<file path="config.mk">
export PLATFORM = sky130hd
export DESIGN_NAME = writeback_stage
export DESIGN_NICKNAME = d
export VERILOG_FILES = /design/src/rtl/writeback_stage.sv
export SDC_FILE = /design/constraint.sdc
export NUM_CORES = 1
export LEC_CHECK = 0
export BUFFER_PORTS_ARGS = -buffer_cell sky130_fd_sc_hd__buf_2
export CAP_MARGIN = 40
export CORE_MARGIN = 1.5
export CORE_UTILIZATION = 42
export DETAILED_ROUTE_END_ITERATION = 10
export GPL_ROUTABILITY_DRIVEN = 0
export PLACE_DENSITY = 0.76
export SLEW_MARGIN = 40
export SYNTH_ARGS = -nofsm -noshare
export SYNTH_HDL_FRONTEND = slang
export SYNTH_SLANG_ARGS = --single-unit
</file>
<file path="constraint.sdc">
create_clock -name CLK -period 1.5 [get_ports CLK]
set_clock_uncertainty 0.05 [all_clocks]
set_input_delay 0.225 -clock CLK [delete_from_list [all_inputs] [get_ports CLK]]
set_output_delay 0.225 -clock CLK [all_outputs]
set_load 0.01 [all_outputs]
</file>
<file path="src/rtl/writeback_stage.sv">
// Write-back stage: MEM/WB register, result mux, output-port latch, two-beat PC
// reassembly and flag restore. Define WB_RETIRE_CNT_EN to build the retire counter.
module writeback_stage #(
  parameter int DATA_W = 16,
  parameter int REG_AW = 3,
  parameter int FLAG_W = 4
) (
  input  logic                       CLK,
  input  logic                       Reset,
  input  logic [3*DATA_W+REG_AW+6:0] WritebackInput,
  input  logic                       InValid,
  input  logic                       Stall,
  input  logic                       Flush,
  output logic                       RegWriteEn,
  output logic [REG_AW-1:0]          RegWriteAddr,
  output logic [DATA_W-1:0]          RegWriteData,
  output logic [DATA_W-1:0]          OutPort,
  output logic                       PcLoad,
  output logic [2*DATA_W-1:0]        PcValue,
  output logic                       FlagsLoad,
  output logic [FLAG_W-1:0]          FlagsValue,
  output logic                       SeqError,
  output logic [15:0]                RetireCount
);

  localparam int RDST_LSB = 7;
  localparam int ALU_LSB  = RDST_LSB + REG_AW;
  localparam int MEM_LSB  = ALU_LSB + DATA_W;
  localparam int PASS_LSB = MEM_LSB + DATA_W;
  localparam int IN_W     = PASS_LSB + DATA_W;

  localparam logic [0:0] S_IDLE    = 1'b0;
  localparam logic [0:0] S_HAVE_HI = 1'b1;

  // PassData is not consumed here, so only the lower fields are registered.
  logic [PASS_LSB-1:0] r_stage;
  logic                r_valid;
  logic [DATA_W-1:0]   r_out_port;
  logic [DATA_W-1:0]   r_hi;
  logic [0:0]          r_state;

  logic                w_reg_write;
  logic                w_mem_to_reg;
  logic                w_out_en;
  logic                w_pop_hi;
  logic                w_pop_lo;
  logic                w_flag_restore;
  logic [REG_AW-1:0]   w_rdst;
  logic [DATA_W-1:0]   w_alu_out;
  logic [DATA_W-1:0]   w_mem_data;
  logic [DATA_W-1:0]   w_wb_data;
  logic                w_active;
  logic [0:0]          w_state_next;
  logic                w_hi_load;
  logic                w_pc_load;
  logic                w_seq_err;
  logic                w_unused;

  always_ff @(posedge CLK or negedge Reset) begin
    if (!Reset) begin
      r_stage <= '0;
      r_valid <= 1'b0;
    end else if (Flush) begin
      r_valid <= 1'b0;
    end else if (!Stall) begin
      r_stage <= WritebackInput[PASS_LSB-1:0];
      r_valid <= InValid;
    end
  end

  assign w_reg_write    = r_stage[0];
  assign w_mem_to_reg   = r_stage[1];
  assign w_out_en       = r_stage[2];
  // A bundle carrying both pop flags behaves as the low-half pop.
  assign w_pop_lo       = r_stage[4];
  assign w_pop_hi       = r_stage[3] & ~r_stage[4];
  assign w_flag_restore = r_stage[5];
  assign w_rdst         = r_stage[ALU_LSB-1:RDST_LSB];
  assign w_alu_out      = r_stage[MEM_LSB-1:ALU_LSB];
  assign w_mem_data     = r_stage[PASS_LSB-1:MEM_LSB];
  assign w_unused       = ^{WritebackInput[IN_W-1:PASS_LSB], r_stage[6]};

  assign w_wb_data    = w_mem_to_reg ? w_mem_data : w_alu_out;
  assign w_active     = r_valid & ~Stall & ~Flush;

  assign RegWriteEn   = r_valid & w_reg_write & ~Stall;
  assign RegWriteAddr = w_rdst;
  assign RegWriteData = w_wb_data;
  assign OutPort      = r_out_port;

  always_ff @(posedge CLK or negedge Reset) begin
    if (!Reset) begin
      r_out_port <= '0;
    end else if (r_valid && w_out_en && !Stall) begin
      r_out_port <= w_wb_data;
    end
  end

  always_comb begin
    w_state_next = r_state;
    w_hi_load    = 1'b0;
    w_pc_load    = 1'b0;
    w_seq_err    = 1'b0;
    if (w_active) begin
      case (r_state)
        S_IDLE: begin
          if (w_pop_hi) begin
            w_hi_load    = 1'b1;
            w_state_next = S_HAVE_HI;
          end else if (w_pop_lo) begin
            w_seq_err = 1'b1;
          end
        end
        S_HAVE_HI: begin
          if (w_pop_lo) begin
            w_pc_load    = 1'b1;
            w_state_next = S_IDLE;
          end else if (w_pop_hi) begin
            w_seq_err = 1'b1;
            w_hi_load = 1'b1;
          end else begin
            // Anything else between the two pops breaks the sequence.
            w_seq_err    = 1'b1;
            w_state_next = S_IDLE;
          end
        end
        default: w_state_next = S_IDLE;
      endcase
    end
    if (Flush) begin
      w_state_next = S_IDLE;
    end
  end

  always_ff @(posedge CLK or negedge Reset) begin
    if (!Reset) begin
      r_state <= S_IDLE;
      r_hi    <= '0;
    end else begin
      r_state <= w_state_next;
      if (w_hi_load) begin
        r_hi <= w_mem_data;
      end
    end
  end

  assign PcLoad     = w_pc_load;
  assign PcValue    = {r_hi, w_mem_data};
  assign SeqError   = w_seq_err;
  assign FlagsLoad  = w_active & w_flag_restore;
  assign FlagsValue = w_mem_data[FLAG_W-1:0];

`ifdef WB_RETIRE_CNT_EN
  logic [15:0] r_retire_count;

  always_ff @(posedge CLK or negedge Reset) begin
    if (!Reset) begin
      r_retire_count <= '0;
    end else if (w_active && (r_retire_count != 16'hFFFF)) begin
      r_retire_count <= r_retire_count + 16'd1;
    end
  end

  assign RetireCount = r_retire_count;
`else
  assign RetireCount = '0;
`endif

endmodule

</file>
==> run_results.csv, run 1 <==
group,metric,value,unit
worst_setup_path,reg2regPathDepth,4,
worst_setup_path,path_max_fanout,6,
synth,synth-compound-area-share,0,%
job,maxCapViolCount,0,
routing,via_per_inst,4.73,
sta,hold_viol,0,
place,io_buffers,120,
sta,period_needed,1700,ps
clock_network,clk_path_buf_depth,2,
power_and_ir_drop,peakVddDrop,917,uV
sta,rsz0062_at_grt,"true",
synth,synth-simple-area-share,2.44,%
worst_hold_path,hold_class,"in -> reg",
global_routing,grt_max_degree,76,
layout,diodes,0,
synth,synthTopCellsByArea,"dfrtp_1 (55%), mux2_2 (27%), buf_4 (8.7%)",
synth,synth_area,3380,um^2
global_routing,grt_pass1_wl,10900,um
power_and_ir_drop,leakagePower,2.27,nW
power_and_ir_drop,p_comb_share,29.2,%
floorplan,initial_core_util,43.6,%
synth,synth_mux_area_share,30.9,%
synth,ys_types,19,
worst_setup_path,startpoint,"r_stage[1]",
routing,drc,0,
global_routing,grt_usage,16.6,%
routing,drt_iter0_markers,63,
floorplan,die_w,92.8,um
power_and_ir_drop,powerDensity,1480,nW/um^2
clock_network,cts.sinks,75,
synth,yosys_warnings,0,
clock_network,clockRootBuffer,"clkbuf_8",
sta,max_freq,0.589,GHz
floorplan,placementRows,32,
layout,fill_cells,643,
sta,maxSlewViolCount,0,
clock_network,h-tree-depth,3,
synth,synth_fa_ha_area_share,0,%
clock_network,clk_latency,340,ps
synth,synthCells,227,
clock_network,cts_buffers,9,
layout,final_layout_size_suffix_gt1_share,71.3,%
synth,yosys_register_bits,75,
sta,fin_tns_setup,-2870,ps
sta,period_share,113,%
layout,syn_to_final_growth,32.9,%
place,post-place-ws,63.6,ps
global_routing,grt-ovfl-total,0,
status,violations,"setup timing",
floorplan,die_h,92.8,um
synth,synth_seq_area_share,55.5,%
worst_setup_path,worst-setup-path-type,"reg -> out",
worst_setup_path,crit_required,1220,ps
sta,setup_ws,-198,ps
worst_hold_path,min_path_cells,2,
global_routing,grt_pass1_vias,2169,
routing,drt_wl_total,7090,um
clock_network,cts_tree,"built",
worst_setup_path,r2r-start,"r_stage[1]",
worst_setup_path,cp-start-kind,"register",
sta,finalSetupViolCount,17,
synth,yosysTopAreaCellShare,55.5,%
worst_setup_path,worstReg2RegEnd,"OutPort[6]",
worst_setup_path,cp.arrival,1420,ps
clock_network,clkTransAtPathRegs,80,ps
worst_setup_path,crit_end,"RegWriteData[15]",
power_and_ir_drop,seqPwrFrac,42.1,%
power_and_ir_drop,swShare,27.9,%
status,status,"complete, but fails checks",
floorplan,core_area,7770,um^2
floorplan,die-area,8600,um^2
routing,routedWlPerCell,15.7,um
place,dp_hpwl,4780,um
worst_setup_path,cp-end-kind,"output pin",
power_and_ir_drop,cellInternalPower,4.79,mW
worst_setup_path,r2r_setup_slack,-10,ps
synth,synth_top_family_by_area,"multiplexers",
power_and_ir_drop,pwr-share-clk,28.7,%
synth,synthXorXnorAreaFrac,0.259,%
synth,avgSynthCellArea,14.9,um^2
routing,ant_nets,0,
routing,num_vias,2129,
routing,dr.pass1.iters,3,
layout,layout.nets,406,
floorplan,ios,154,
power_and_ir_drop,p_sw,1.85,mW
global_routing,antenna_found_initial,0,
synth,synth_largest_area_cell,"dfrtp_1",
power_and_ir_drop,finalPower,6.64,mW
## cell usage after synthesis
library cell,n
mux2_2,80
dfrtp_1,75
buf_4,39
mux2_4,9
buf_2,6
and3_1,3
buf_6,2
nor2_1,2
and2_2,1
and4_1,1
buf_12,1
conb_1,1
mux2i_1,1
nand2_2,1
nor2_2,1
nor2b_4,1
nor3b_1,1
or2_1,1
xor2_1,1
## cell usage in the layout (no fill, tap or decap), types with 2 or more instances in the layout
| cell | instances |
|---|---|
| buf_2 | 102 |
| and3_1 | 2 |
| mux2_4 | 25 |
| bufinv_16 | 3 |
| nor2_1 | 2 |
| buf_6 | 20 |
| mux2_2 | 64 |
| clkbuf_8 | 10 |
| dfrtp_1 | 74 |
| buf_12 | 8 |
| conb_1 | 16 |
| buf_4 | 6 |
## worst max-delay path: stages, from the launching register on
cell       delay, ps
dfrtp_2          460
clkbuf_16        180
mux2_4           310
buf_6            120
## sequential cells by signal, indices dropped and copies added, names as in the netlist
name	count
r_state	1
r_valid	1
r_hi	16
r_stage	41
OutPort	16
## power groups by stage
| stage | registers (mW) | clock network [mW] | logic, mW |
|---|---|---|---|
| after detailed placement | 2.82 | 0 | 1.71 |
| after global placement | 2.79 | 0 | 1.67 |
| final | 2.79 | 1.91 | 1.94 |
| after global routing | 2.86 | 2.06 | 2.08 |
| after CTS | 2.78 | 1.96 | 1.74 |
| after floorplan | 2.93 | 0 | 0.955 |
## worst min-delay path by stage
stage / end / slack, ps / start
after floorplan: OutPort[0] / -120 / Reset
after global placement: r_stage[9] / 220 / Reset
after detailed placement: r_stage[7] / 220 / Reset
after CTS: r_stage[36] / 40 / WritebackInput[36]
after global routing: r_stage[1] / 50 / WritebackInput[1]
final: r_stage[1] / 60 / WritebackInput[1]
## routing by layer
metal / up-vias / global-route usage, % / share of wire (%) / wire (um)
met5: - / 0 / 0 / 0
met4: 0 / 6.57 / 1.7 / 123
met3: 13 / 4.93 / 6.4 / 454
met2: 86 / 27.0 / 50 / 3520
met1: 1064 / 20.6 / 42 / 2990
li1: 966 / - / - / -
## area by class of cell
class | count | area [um^2] | area share, %
clock inverters | 6 | 111 | 2.48
multi-input cells | 119 | 1260 | 28.1
clock buffers | 10 | 138 | 3.06
flip-flops and latches | 75 | 1880 | 41.8
repair buffers | 138 | 976 | 21.7
well taps | 102 | 128 | 2.84
## logic make-up after synthesis
kind of cell  after synthesis
xor+xnor                    1
buf+inv                    48
flops                      75
mux                        90
other cells                 1
simple gates               12
## per-stage QoR
step / instance area [um^2] / util [%] / hold slack (ps) / instances
global placement: 4010 / 51.6 / 224 / 429
floorplan: 3440 / - / -121 / 242
global route: 4500 / 57.9 / 45.5 / 450
detailed placement: 4010 / 51.6 / 222 / 429
finish: 4500 / 57.9 / 59.3 / 450
CTS: 4300 / 55.3 / 39.4 / 447
## what timing repair did
action / in CTS / in global routing
hold buffers: 1 / 0
hold endpoints to repair: 75 / 0
pin swaps: 2 / 2
resized for setup: 6 / 33
buffers inserted: 1 / 2
cloned: 0 / 1
endpoints found under the setup margin: 18 / 27
(Power assumes the default switching activity.)
==> inputs of run 2 (changes only) <==
--- a/config.mk
+++ b/config.mk
@@ -8,11 +8,11 @@
 export BUFFER_PORTS_ARGS = -buffer_cell sky130_fd_sc_hd__buf_2
 export CAP_MARGIN = 40
 export CORE_MARGIN = 1.5
-export CORE_UTILIZATION = 42
+export CORE_UTILIZATION = 39
 export DETAILED_ROUTE_END_ITERATION = 10
 export GPL_ROUTABILITY_DRIVEN = 0
-export PLACE_DENSITY = 0.76
-export SLEW_MARGIN = 40
+export PLACE_DENSITY = 0.71
+export SLEW_MARGIN = 20
 export SYNTH_ARGS = -nofsm -noshare
 export SYNTH_HDL_FRONTEND = slang
 export SYNTH_SLANG_ARGS = --single-unit
==> run_results.csv, run 2 (same netlist as run 1, synthesis figures left out) <==
group,metric,value,unit
layout,regMostFlops,"r_stage",
routing,drt_wl_total,6680,um
clock_network,cts_buffers,9,
worst_setup_path,r2r-start,"r_valid",
status,status,"complete, but fails checks",
global_routing,grt_pass1_vias,2013,
worst_setup_path,worst-setup-path-type,"reg -> out",
clock_network,clk_path_buf_depth,2,
floorplan,placementRows,33,
clock_network,h-tree-depth,3,
power_and_ir_drop,powerDensity,1460,nW/um^2
power_and_ir_drop,peakVddDrop,799,uV
sta,hold_viol,0,
layout,diodes,0,
sta,period_needed,1680,ps
routing,drc,0,
layout,final_common_cell,"buf_2",
global_routing,grt_max_degree,76,
floorplan,initial_core_util,40.8,%
worst_hold_path,hold_path_startpoint,"WritebackInput[19]",
worst_setup_path,path_max_fanout,17,
job,maxCapViolCount,0,
routing,num_vias,2083,
worst_setup_path,critPathSlowestCell,"dfrtp_1",
worst_setup_path,r2r_setup_slack,90,ps
global_routing,grt_usage,15.3,%
worst_setup_path,critPathBufInv,2,
sta,maxSlewViolCount,0,
layout,fin_util,51.2,%
place,dp.cells,429,
worst_setup_path,cp-start-kind,"register",
sta,setup_ws,-181,ps
sta,rsz0062_at_grt,"true",
worst_setup_path,crit_required,1220,ps
floorplan,die_w,96.1,um
layout,final_layout_size_suffix_gt1_share,70.6,%
power_and_ir_drop,finalPower,6.20,mW
routing,routedWlPerCell,14.9,um
status,violations,"setup timing",
worst_setup_path,cp.arrival,1410,ps
floorplan,ios,154,
worst_hold_path,holdPathEnd,"r_stage[19]",
routing,drt_iter0_markers,36,
floorplan,die-area,9240,um^2
routing,ant_nets,0,
sta,finalSetupViolCount,16,
place,post-place-ws,22.7,ps
worst_hold_path,hold_class,"in -> reg",
routing,via_per_inst,4.64,
layout,final_cell_mix,"buf_2 (118), mux2_2 (78), dfrtp_1 (75), conb_1 (16), mux2_4 (11)",
sta,max_freq,0.595,GHz
place,io_buffers,120,
sta,period_share,112,%
clock_network,clk_latency,340,ps
layout,syn_to_final_growth,25.6,%
floorplan,core_area,8300,um^2
layout,largest_reg_flops,41,
power_and_ir_drop,leakagePower,2.13,nW
worst_setup_path,critical_path.cell_chain,"buf_12, mux2_2, buf_2",
clock_network,cts.sinks,75,
worst_setup_path,cp-end-kind,"output pin",
global_routing,antenna_found_initial,0,
clock_network,clockRootBuffer,"clkbuf_8",
global_routing,grt_pass1_wl,10200,um
worst_setup_path,path_delay_family,"flip-flops",
worst_setup_path,worstReg2RegEnd,"r_hi[15]",
worst_setup_path,cpPeakStageDelay,370,ps
layout,layout.nets,402,
layout,fill_cells,716,
sta,holdWs,59.0,ps
clock_network,cts_tree,"built",
global_routing,grt-ovfl-total,0,
worst_hold_path,min_path_cells,2,
worst_setup_path,reg2regPathDepth,4,
clock_network,clkTransAtPathRegs,80,ps
floorplan,die_h,96.1,um
routing,dr.pass1.iters,3,
place,dp_hpwl,4780,um
layout,final_cells,449,
==> run 2: worst max path at each step <==
stage	startpoint	end	slack, ps	cells after the start
2_1_floorplan	r_stage[1]	OutPort[5]	80	4
3_3_place_gp	Stall	r_hi[6]	40	5
3_5_place_dp	Stall	r_hi[11]	20	5
4_1_cts	r_stage[1]	RegWriteData[15]	-210	3
5_1_grt	r_stage[1]	RegWriteData[15]	-240	3
6_report	r_stage[1]	RegWriteData[2]	-180	3
==> run 2: through the flow <==
step           setup TNS (ps)  area, um^2
2_1_floorplan               0        3440
3_3_place_gp                0        3960
3_5_place_dp                0        3960
4_1_cts                 -3150        4200
5_1_grt                 -3750        4250
6_report                -2680        4250
==> run 2: repair_timing <==
item                                    in CTS  in global routing
endpoints found under the setup margin      17                 33
gates resized for setup                      1                  8
hold buffers                                 1                  0
setup buffers                                0                  2
hold endpoints to repair                    75                  0
gates cloned                                 0                  1
pin swaps                                    2                  1
==> run 2: final cells by class <==
cell class / count / area [um^2] / share of cell area, %
tap: 105 / 131 / 3.09
clock buffer: 10 / 138 / 3.24
multi-input combinational: 119 / 1220 / 28.6
timing repair buffer: 134 / 800 / 18.8
sequential: 75 / 1880 / 44.2
clock inverter: 6 / 87.6 / 2.06
==> run 2: worst reg2reg max path: stages (launching register included) <==
cell and delay [ps]:
dfrtp_1 340, nor2b_4 190, and3_4 240, buf_6 150, mux2_2 340
==> run 2: routing by layer <==
layer | global-route usage (%) | wire length [um] | vias up
li1 | - | - | 962
met1 | 18.2 | 2780 | 1036
met2 | 24.9 | 3350 | 76
met3 | 5.21 | 446 | 9
met4 | 6.62 | 108 | 0
met5 | 0 | 0 | -
==> run 2: where the power goes <==
| part | switching (mW) | total [mW] | internal [mW] |
|---|---|---|---|
| sequential | 0.269 | 2.77 | 2.50 |
| combinational | 0.765 | 1.70 | 0.935 |
| clock | 0.743 | 1.73 | 0.985 |
